--- config.mk ---
export PLATFORM = sky130hd
export DESIGN_NAME = load_unit_flat
export DESIGN_NICKNAME = d
export VERILOG_FILES = /design/src/rtl/load_unit_pkg.sv /design/src/rtl/load_unit_if.sv /design/src/rtl/load_unit_align.sv /design/src/rtl/load_unit.sv /design/src/flat_wrapper.sv
export SDC_FILE = /design/constraint.sdc
export NUM_CORES = 1
export LEC_CHECK = 0
export CAP_MARGIN = 0
export CORE_AREA = 4 4 259 261
export DETAILED_ROUTE_END_ITERATION = 10
export DIE_AREA = 0 0 263 265
export HOLD_SLACK_MARGIN = 0.12
export PLACE_DENSITY_LB_ADDON = 0.15
export SETUP_SLACK_MARGIN = 0.5
export SLEW_MARGIN = 20
export SYNTH_ARGS = -nofsm -noshare
export SYNTH_HDL_FRONTEND = slang
export SYNTH_HIERARCHICAL = 1
export SYNTH_SLANG_ARGS = --single-unit
--- constraint.sdc ---
create_clock -name clk_i -period 2.9 [get_ports clk_i]
set_clock_uncertainty 0.1 [all_clocks]
set_input_delay 0.58 -clock clk_i [delete_from_list [all_inputs] [get_ports clk_i]]
set_output_delay 0.58 -clock clk_i [all_outputs]
set_load 0.02 [all_outputs]
--- src/rtl/load_unit_pkg.sv ---
// Shared types for the load unit: LSU control, exceptions, D$ load port
// bundles, load operator encodings and the transfer-size helper.
package load_unit_pkg;

    localparam int XLEN = 64;
    localparam int VLEN = 64;
    localparam int PLEN = 56;
    localparam int TRANS_ID_BITS = 3;
    localparam int DCACHE_INDEX_WIDTH = 12;
    localparam int DCACHE_TAG_WIDTH = PLEN - 12;

    typedef enum logic [3:0] {
        LD, LW, LWU, LH, LHU, LB, LBU
    } fu_op_t;

    typedef struct packed {
        logic [VLEN-1:0]          vaddr;
        fu_op_t                   operator;
        logic [TRANS_ID_BITS-1:0] trans_id;
        logic [7:0]               be;
    } lsu_ctrl_t;

    typedef struct packed {
        logic [XLEN-1:0] cause;
        logic [XLEN-1:0] tval;
        logic            valid;
    } exception_t;

    typedef struct packed {
        logic [DCACHE_INDEX_WIDTH-1:0] address_index;
        logic [DCACHE_TAG_WIDTH-1:0]   address_tag;
        logic                          data_req;
        logic                          data_we;
        logic [7:0]                    data_be;
        logic [1:0]                    data_size;
        logic                          tag_valid;
        logic                          kill_req;
    } dcache_req_i_t;

    typedef struct packed {
        logic            data_gnt;
        logic            data_rvalid;
        logic [XLEN-1:0] data_rdata;
    } dcache_req_o_t;

    function automatic logic [1:0] extract_transfer_size(fu_op_t op);
        logic [1:0] size;
        case (op)
            LD:       size = 2'b11;
            LW, LWU:  size = 2'b10;
            LH, LHU:  size = 2'b01;
            default:  size = 2'b00;
        endcase
        return size;
    endfunction

endpackage

--- src/rtl/load_unit_if.sv ---
// D$ load port: request bundle from the load unit, response from the cache.
interface load_unit_if;
    import load_unit_pkg::*;

    dcache_req_i_t req_port_o;
    dcache_req_o_t req_port_i;

    modport master (output req_port_o, input req_port_i);
    modport slave  (input req_port_o, output req_port_i);

endinterface

--- src/rtl/load_unit_align.sv ---
// Load data alignment: shift the returned doubleword down to the byte
// offset and sign- or zero-extend according to the load operator.
module load_data_align import load_unit_pkg::*; (
    input  logic [XLEN-1:0] rdata_i,
    input  logic [2:0]      offset_i,
    input  fu_op_t          op_i,
    output logic [XLEN-1:0] data_o
);

    logic [XLEN-1:0]    shifted;
    logic signed [7:0]  byte_s;
    logic signed [15:0] half_s;
    logic signed [31:0] word_s;

    always_comb begin
        shifted = rdata_i >> {offset_i, 3'b000};
        byte_s  = shifted[7:0];
        half_s  = shifted[15:0];
        word_s  = shifted[31:0];
        data_o  = shifted;
        // signed casts sign-extend; on XLEN=32 the LW cast is a pass-through
        unique case (op_i)
            LB:      data_o = XLEN'(byte_s);
            LBU:     data_o = XLEN'(shifted[7:0]);
            LH:      data_o = XLEN'(half_s);
            LHU:     data_o = XLEN'(shifted[15:0]);
            LW:      data_o = XLEN'(word_s);
            LWU:     data_o = XLEN'(shifted[31:0]);
            default: data_o = shifted;
        endcase
    end

endmodule

--- src/rtl/load_unit.sv ---
// Load unit: VIPT read requests to the D$, translation, store-offset hazard
// stall, flush handling and aligned writeback. One load in flight.
module load_unit import load_unit_pkg::*; (
    input  logic                     clk_i,
    input  logic                     rst_i,
    input  logic                     flush_i,
    input  logic                     valid_i,
    input  lsu_ctrl_t                lsu_ctrl_i,
    output logic                     pop_ld_o,
    output logic                     valid_o,
    output logic [TRANS_ID_BITS-1:0] trans_id_o,
    output logic [XLEN-1:0]          result_o,
    output exception_t               ex_o,
    output logic                     translation_req_o,
    output logic [VLEN-1:0]          vaddr_o,
    input  logic [PLEN-1:0]          paddr_i,
    input  exception_t               ex_i,
    input  logic                     dtlb_hit_i,
    output logic [11:0]              page_offset_o,
    input  logic                     page_offset_matches_i,
    load_unit_if.master              dcache
);

    typedef enum logic [2:0] {
        IDLE, WAIT_GNT, SEND_TAG,
        WAIT_TRANSLATION, WAIT_RVALID, WAIT_FLUSH
    } state_t;

    state_t                   state_q, state_d;
    logic [2:0]               offset_q, offset_d;
    fu_op_t                   op_q, op_d;
    logic [TRANS_ID_BITS-1:0] trans_id_q, trans_id_d;

    logic            gnt, rvalid;
    logic [XLEN-1:0] aligned;
    dcache_req_i_t   req;
    logic            unused_paddr;

    assign gnt          = dcache.req_port_i.data_gnt;
    assign rvalid       = dcache.req_port_i.data_rvalid;
    assign unused_paddr = ^paddr_i[11:0];

    load_data_align u_align (
        .rdata_i  (dcache.req_port_i.data_rdata),
        .offset_i (offset_q),
        .op_i     (op_q),
        .data_o   (aligned)
    );

    always_ff @(posedge clk_i) begin
        if (rst_i) begin
            state_q    <= IDLE;
            offset_q   <= '0;
            op_q       <= LD;
            trans_id_q <= '0;
        end else begin
            state_q    <= state_d;
            offset_q   <= offset_d;
            op_q       <= op_d;
            trans_id_q <= trans_id_d;
        end
    end

    always_comb begin
        state_d           = state_q;
        offset_d          = offset_q;
        op_d              = op_q;
        trans_id_d        = trans_id_q;
        req               = '0;
        pop_ld_o          = 1'b0;
        valid_o           = 1'b0;
        result_o          = '0;
        translation_req_o = 1'b0;
        vaddr_o           = '0;
        page_offset_o     = '0;
        ex_o              = ex_i;
        ex_o.valid        = 1'b0;
        if (!rst_i) begin
            req.address_index = lsu_ctrl_i.vaddr[11:0];
            req.address_tag   = paddr_i[PLEN-1:12];
            req.data_be       = lsu_ctrl_i.be;
            req.data_size     = extract_transfer_size(lsu_ctrl_i.operator);
            vaddr_o           = lsu_ctrl_i.vaddr;
            page_offset_o     = lsu_ctrl_i.vaddr[11:0];
            unique case (state_q)
                IDLE: begin
                    if (valid_i && !page_offset_matches_i) begin
                        req.data_req      = 1'b1;
                        translation_req_o = 1'b1;
                        offset_d          = lsu_ctrl_i.vaddr[2:0];
                        op_d              = lsu_ctrl_i.operator;
                        trans_id_d        = lsu_ctrl_i.trans_id;
                        state_d           = gnt ? SEND_TAG : WAIT_GNT;
                    end
                end
                WAIT_GNT: begin
                    if (flush_i || page_offset_matches_i) begin
                        state_d = IDLE;
                    end else begin
                        req.data_req      = 1'b1;
                        translation_req_o = 1'b1;
                        if (gnt) state_d = SEND_TAG;
                    end
                end
                SEND_TAG: begin
                    translation_req_o = 1'b1;
                    if (flush_i) begin
                        req.kill_req = 1'b1;
                        state_d      = IDLE;
                    end else if (ex_i.valid) begin
                        req.kill_req = 1'b1;
                        valid_o      = 1'b1;
                        ex_o         = ex_i;
                        pop_ld_o     = 1'b1;
                        state_d      = IDLE;
                    end else if (!dtlb_hit_i) begin
                        // IDLE replays the whole request once the TLB hits
                        req.kill_req = 1'b1;
                        state_d      = WAIT_TRANSLATION;
                    end else begin
                        req.tag_valid = 1'b1;
                        pop_ld_o      = 1'b1;
                        state_d       = WAIT_RVALID;
                    end
                end
                WAIT_TRANSLATION: begin
                    translation_req_o = 1'b1;
                    if (flush_i || dtlb_hit_i) state_d = IDLE;
                end
                WAIT_RVALID: begin
                    if (flush_i) begin
                        state_d = rvalid ? IDLE : WAIT_FLUSH;
                    end else if (rvalid) begin
                        valid_o  = 1'b1;
                        result_o = aligned;
                        state_d  = IDLE;
                    end
                end
                WAIT_FLUSH: begin
                    if (rvalid) state_d = IDLE;
                end
                default: state_d = IDLE;
            endcase
        end
    end

    assign dcache.req_port_o = req;
    assign trans_id_o        = trans_id_q;

endmodule

--- src/flat_wrapper.sv ---
// flat-port wrapper written by rule: the top's interface ports become plain ports
module load_unit_flat import load_unit_pkg::*;
  (clk_i, rst_i, flush_i, valid_i, lsu_ctrl_i, pop_ld_o, valid_o, trans_id_o, result_o, ex_o, translation_req_o, vaddr_o, paddr_i, ex_i, dtlb_hit_i, page_offset_o, page_offset_matches_i, dcache_req_port_o, dcache_req_port_i);
  load_unit_if dcache_i ();
  input  logic clk_i;
  input  logic rst_i;
  input  logic flush_i;
  input  logic valid_i;
  input  lsu_ctrl_t lsu_ctrl_i;
  output logic pop_ld_o;
  output logic valid_o;
  output logic [TRANS_ID_BITS-1:0] trans_id_o;
  output logic [XLEN-1:0] result_o;
  output exception_t ex_o;
  output logic translation_req_o;
  output logic [VLEN-1:0] vaddr_o;
  input  logic [PLEN-1:0] paddr_i;
  input  exception_t ex_i;
  input  logic dtlb_hit_i;
  output logic [11:0] page_offset_o;
  input  logic page_offset_matches_i;
  output wire logic [$bits(dcache_i.req_port_o)-1:0] dcache_req_port_o;
  input wire logic [$bits(dcache_i.req_port_i)-1:0] dcache_req_port_i;
  assign dcache_req_port_o = dcache_i.req_port_o;
  assign dcache_i.req_port_i = dcache_req_port_i;
  load_unit u_core (.clk_i(clk_i), .rst_i(rst_i), .flush_i(flush_i), .valid_i(valid_i), .lsu_ctrl_i(lsu_ctrl_i), .pop_ld_o(pop_ld_o), .valid_o(valid_o), .trans_id_o(trans_id_o), .result_o(result_o), .ex_o(ex_o), .translation_req_o(translation_req_o), .vaddr_o(vaddr_o), .paddr_i(paddr_i), .ex_i(ex_i), .dtlb_hit_i(dtlb_hit_i), .page_offset_o(page_offset_o), .page_offset_matches_i(page_offset_matches_i), .dcache(dcache_i));
endmodule
==> implementation parameters <==
Parameter                              Value

Yosys
  Count of synthesis-stage warnings from yosys    6
  Register bit count reported by yosys    13
  Main synth FF type    dfxtp_1
  Most instantiated library cell after synthesis    buf_4
  Cell count after synthesis    between 800 and 900
  Post-synthesis async set-or-reset flop share    0
  Cell area after synthesis    5328 um2
  Cell type with the highest aggregate area in the netlist    buf_4
  Sequential element share of the synthesized area    0.04885
  Net count after synthesis    1,145
  Synth cell types    49
  Proportion of netlist area held by the largest area contributor    0.2226
  Top cells by area, synth    buf_4 22%, nor2b_1 15%, mux2i_1 11%, nand2_1 8.2%, and2_1 7.6%
  Post-synthesis area per instance    6.585 um2
  Number of enable-type register cells in the synthesized netlist    0
  Most common library cells after synthesis    158 x buf_4, 128 x nor2b_1, 116 x nand2_1

Critical path
  CP startpoint kind    flip-flop
  Crit-path cells    buf_4 > mux4_2 > nor4_4 > buf_4 > nor3_4 > buf_12 > buf_8 > nand2_1 > and2_4 > buf_6
  CP arrival    2380 ps
  Critical Path Max Stage Delay    540 ps
  Most prevalent standard cell on the critical path    buf_4
  Kind of capture point of the worst setup path    primary output
  Crit-path max FO    11
  Crit path required time    2220 ps
  Highest-delay cell along the critical path    mux4_2
  Setup Crit Path Kind    reg -> out

Final layout
  NumNets Final    1,575
  Layout Area Growth over Synthesis    126.4%
  Core Util, Final    0.1871
  Share of final-layout standard cells stronger than drive strength 1    0.4863
  Post-route standard cell area excluding fillers    12,060 um2
  Number of non-filler instances in the completed layout    2,099

Floorplanning
  Number of standard-cell rows in the floorplan    93
  Area of the die    around 70,000 um2
  Vert. Die Dim    around 270 um
  Core Region    64,460 um2
  Horiz. Die Dim    263 um
  Initial Util    0.08264
  I/O pin count    between 600 and 700

Clock tree
  Number of clock sinks seen by CTS    13
  Clock insertion delay at the later pin of the skew report    250 ps
  CTS HTree Levels    1
  Worst-path clk slew    50 ps
  Root buf cell    clkbuf_16
  Clock tree from TritonCTS    yes
  Number of buffers created by CTS    3
  Maximum clock path buffer count    2

Placed design
  Count of buffers inserted at the top-level ports    411
  Placed cells    2,005
  Detailed placement HPWL    approximately 35 mm
  Cell Area, Placed    between 10,000 and 15,000 um2
  Global placement routability congestion    between 0.8 and 0.9

Pwr
  P_int    1.272 mW
  Switching power total    949.2 uW
  Total power per unit cell area    between 150 and 200 nW/um2
  Combinational group share of total power    0.783
  Largest voltage drop on the vdd net    approximately 0.00013 V
  Leakage power of the design    5.217 nW
  Seq pwr share    0.089
  Clock share of power    0.128
  Switching power share of the total    0.4274

STA
  Final hold viol count    0
  Fmax    326.7 MHz
  Final count of pins violating max slew    0
  Worst Hold Slack    391.2 ps
  Endpoints failing setup    56
  Post-route worst setup slack    -160.7 ps
  Crit path time final    a little over 3000 ps
  Final Cycle Share    1.055
  Setup repair after global routing missed its margin    true
  Worst max-slew margin expressed relative to the limit    0.5702
  Transition time at the pin with the least slew margin    between 600 and 700 ps

Status
  Run status    finished with violations
  Violations in the final reports    negative setup slack

Global routing
  Via count of the first global-routing pass    7,723
  Residual overflow from global routing    0
  Global-route wire length before repair    57.97 mm
  Tot GR Track Use    0.1132
  Pin count of the biggest net entering global routing    32
  Number of antenna violations at the first check in global routing    9

Route
  Number of nets still failing antenna checks after routing    0
  Via/cell ratio    around 3.4
  Avg WL per Cell    20.34 um
  Final routed wirelength across all metal layers    between 40 and 50 mm
  Number of detailed-route iterations in the first pass    4
  First DRT Iteration DRCs    230
  DRC errors left    0
  Via count of the routed design    between 7k and 8k

Job
  Max-cap violation count    0

Hold path
  Worst min-delay path class    reg -> reg
[cell families after synthesis]
kind of cell	synth area share
compound gates	0.1217
other cells	0.0007039
flops	0.04885
xor+xnor	0.003289
mux	0.1618
simple gates	0.3849
buf+inv	0.2788
[sequential cells by signal (all words and copies together) (netlist names)]
name	count
u_core/op_q	4
u_core/offset_q	3
u_core/state_q	3
u_core/trans_id_o	3
[per-stage QoR]
| step | power, mW | TNS, ps | setup slack [ps] |
|---|---|---|---|
| after floorplan | 1.117 | 0 | 382.7 |
| after global placement | 1.797 | -44120 | -946.2 |
| after detailed placement | 1.785 | -45020 | -944.6 |
| after CTS | 2.215 | -9129 | -271.8 |
| after global routing | 2.375 | -13200 | -310.9 |
| final | 2.221 | -6251 | -160.7 |
[final cells by class]
type	count	area (um2)
Timing Repair Buffer	640	6319
Sequential cell	13	269.0
Tap cell	855	1070
Multi-Input combinational cell	577	4295
Fill cell	7383	52400
Clock inverter	1	5.005
Antenna cell	6	15.01
Clock buffer	3	75.07
Inverter	4	15.01
[power by group through the flow]
stage | clock network, mW | registers, mW | logic [mW]
2_1_floorplan | 0 | 0.204 | 0.913
3_3_place_gp | 0 | 0.203 | 1.59
3_5_place_dp | 0 | 0.203 | 1.58
4_1_cts | 0.310 | 0.199 | 1.71
5_1_grt | 0.313 | 0.200 | 1.86
6_report | 0.285 | 0.198 | 1.74
[worst paths after layout]
kind	start	endpoint	slack (ps)	cells after the start
hold / removal	u_core/trans_id_o[0]$_SDFFE_PP0P_	u_core/trans_id_o[0]$_SDFFE_PP0P_	390	2
setup / recovery	u_core/offset_q[0]$_SDFFE_PP0P_	result_o[45]	-160	10
setup reg to reg	u_core/state_q[0]$_SDFFE_PP0P_	u_core/trans_id_o[2]$_SDFFE_PP0P_	1090	5
hold reg to reg	u_core/trans_id_o[0]$_SDFFE_PP0P_	u_core/trans_id_o[0]$_SDFFE_PP0P_	390	2
[repair_timing]
action                     4_1_cts  5_1_grt
hold buffers                     0        0
gates resized for setup        612      213
pin swaps                       37       47
setup endpoints to repair      202       71
cloned                           7        4
setup buffers                   57       16
[worst max-delay path, delay by kind of cell, from the launching register on]
kind	cells	cell delay, ps
buf+inv	5	720
flops	1	400
mux	1	540
simple gates	4	440
[routing by layer]
metal  part of all wire  vias to the layer above  track usage  wire length, um
met1               0.36                     3250       0.1150            15510
met3              0.082                       43      0.04316             3520
met2               0.52                      398       0.2168            22410
met5            0.00080                        -            0               34
li1                   -                     3377            -                -
met4              0.028                        4      0.02957             1207
[cells in the final DEF, fill, tap and decap left out, types with 5 or more instances in the layout]
master             n
clkdlybuf4s50_1  174
buf_4            169
nor2b_1          112
nand2_1          106
buf_6             82
clkbuf_2          63
and2_4            59
mux2i_1           52
dlygate4sd2_1     47
buf_12            42
nor2_1            33
o21ai_2           28
buf_2             20
o21ai_1           18
mux2_2            12
o21ai_0           12
clkdlybuf4s15_2   11
mux2_4            11
buf_8             10
nor2b_2           10
dfxtp_1           10
nand2_2            9
a21oi_2            9
clkbuf_16          8
clkdlybuf4s15_1    8
a21oi_1            8
o32a_1             7
a211oi_1           7
diode_2            6
and2_1             6
nor2b_4            6
nand3_1            6
nand2b_4           5
nor3_1             5
Power figures use the tool's default switching activity.
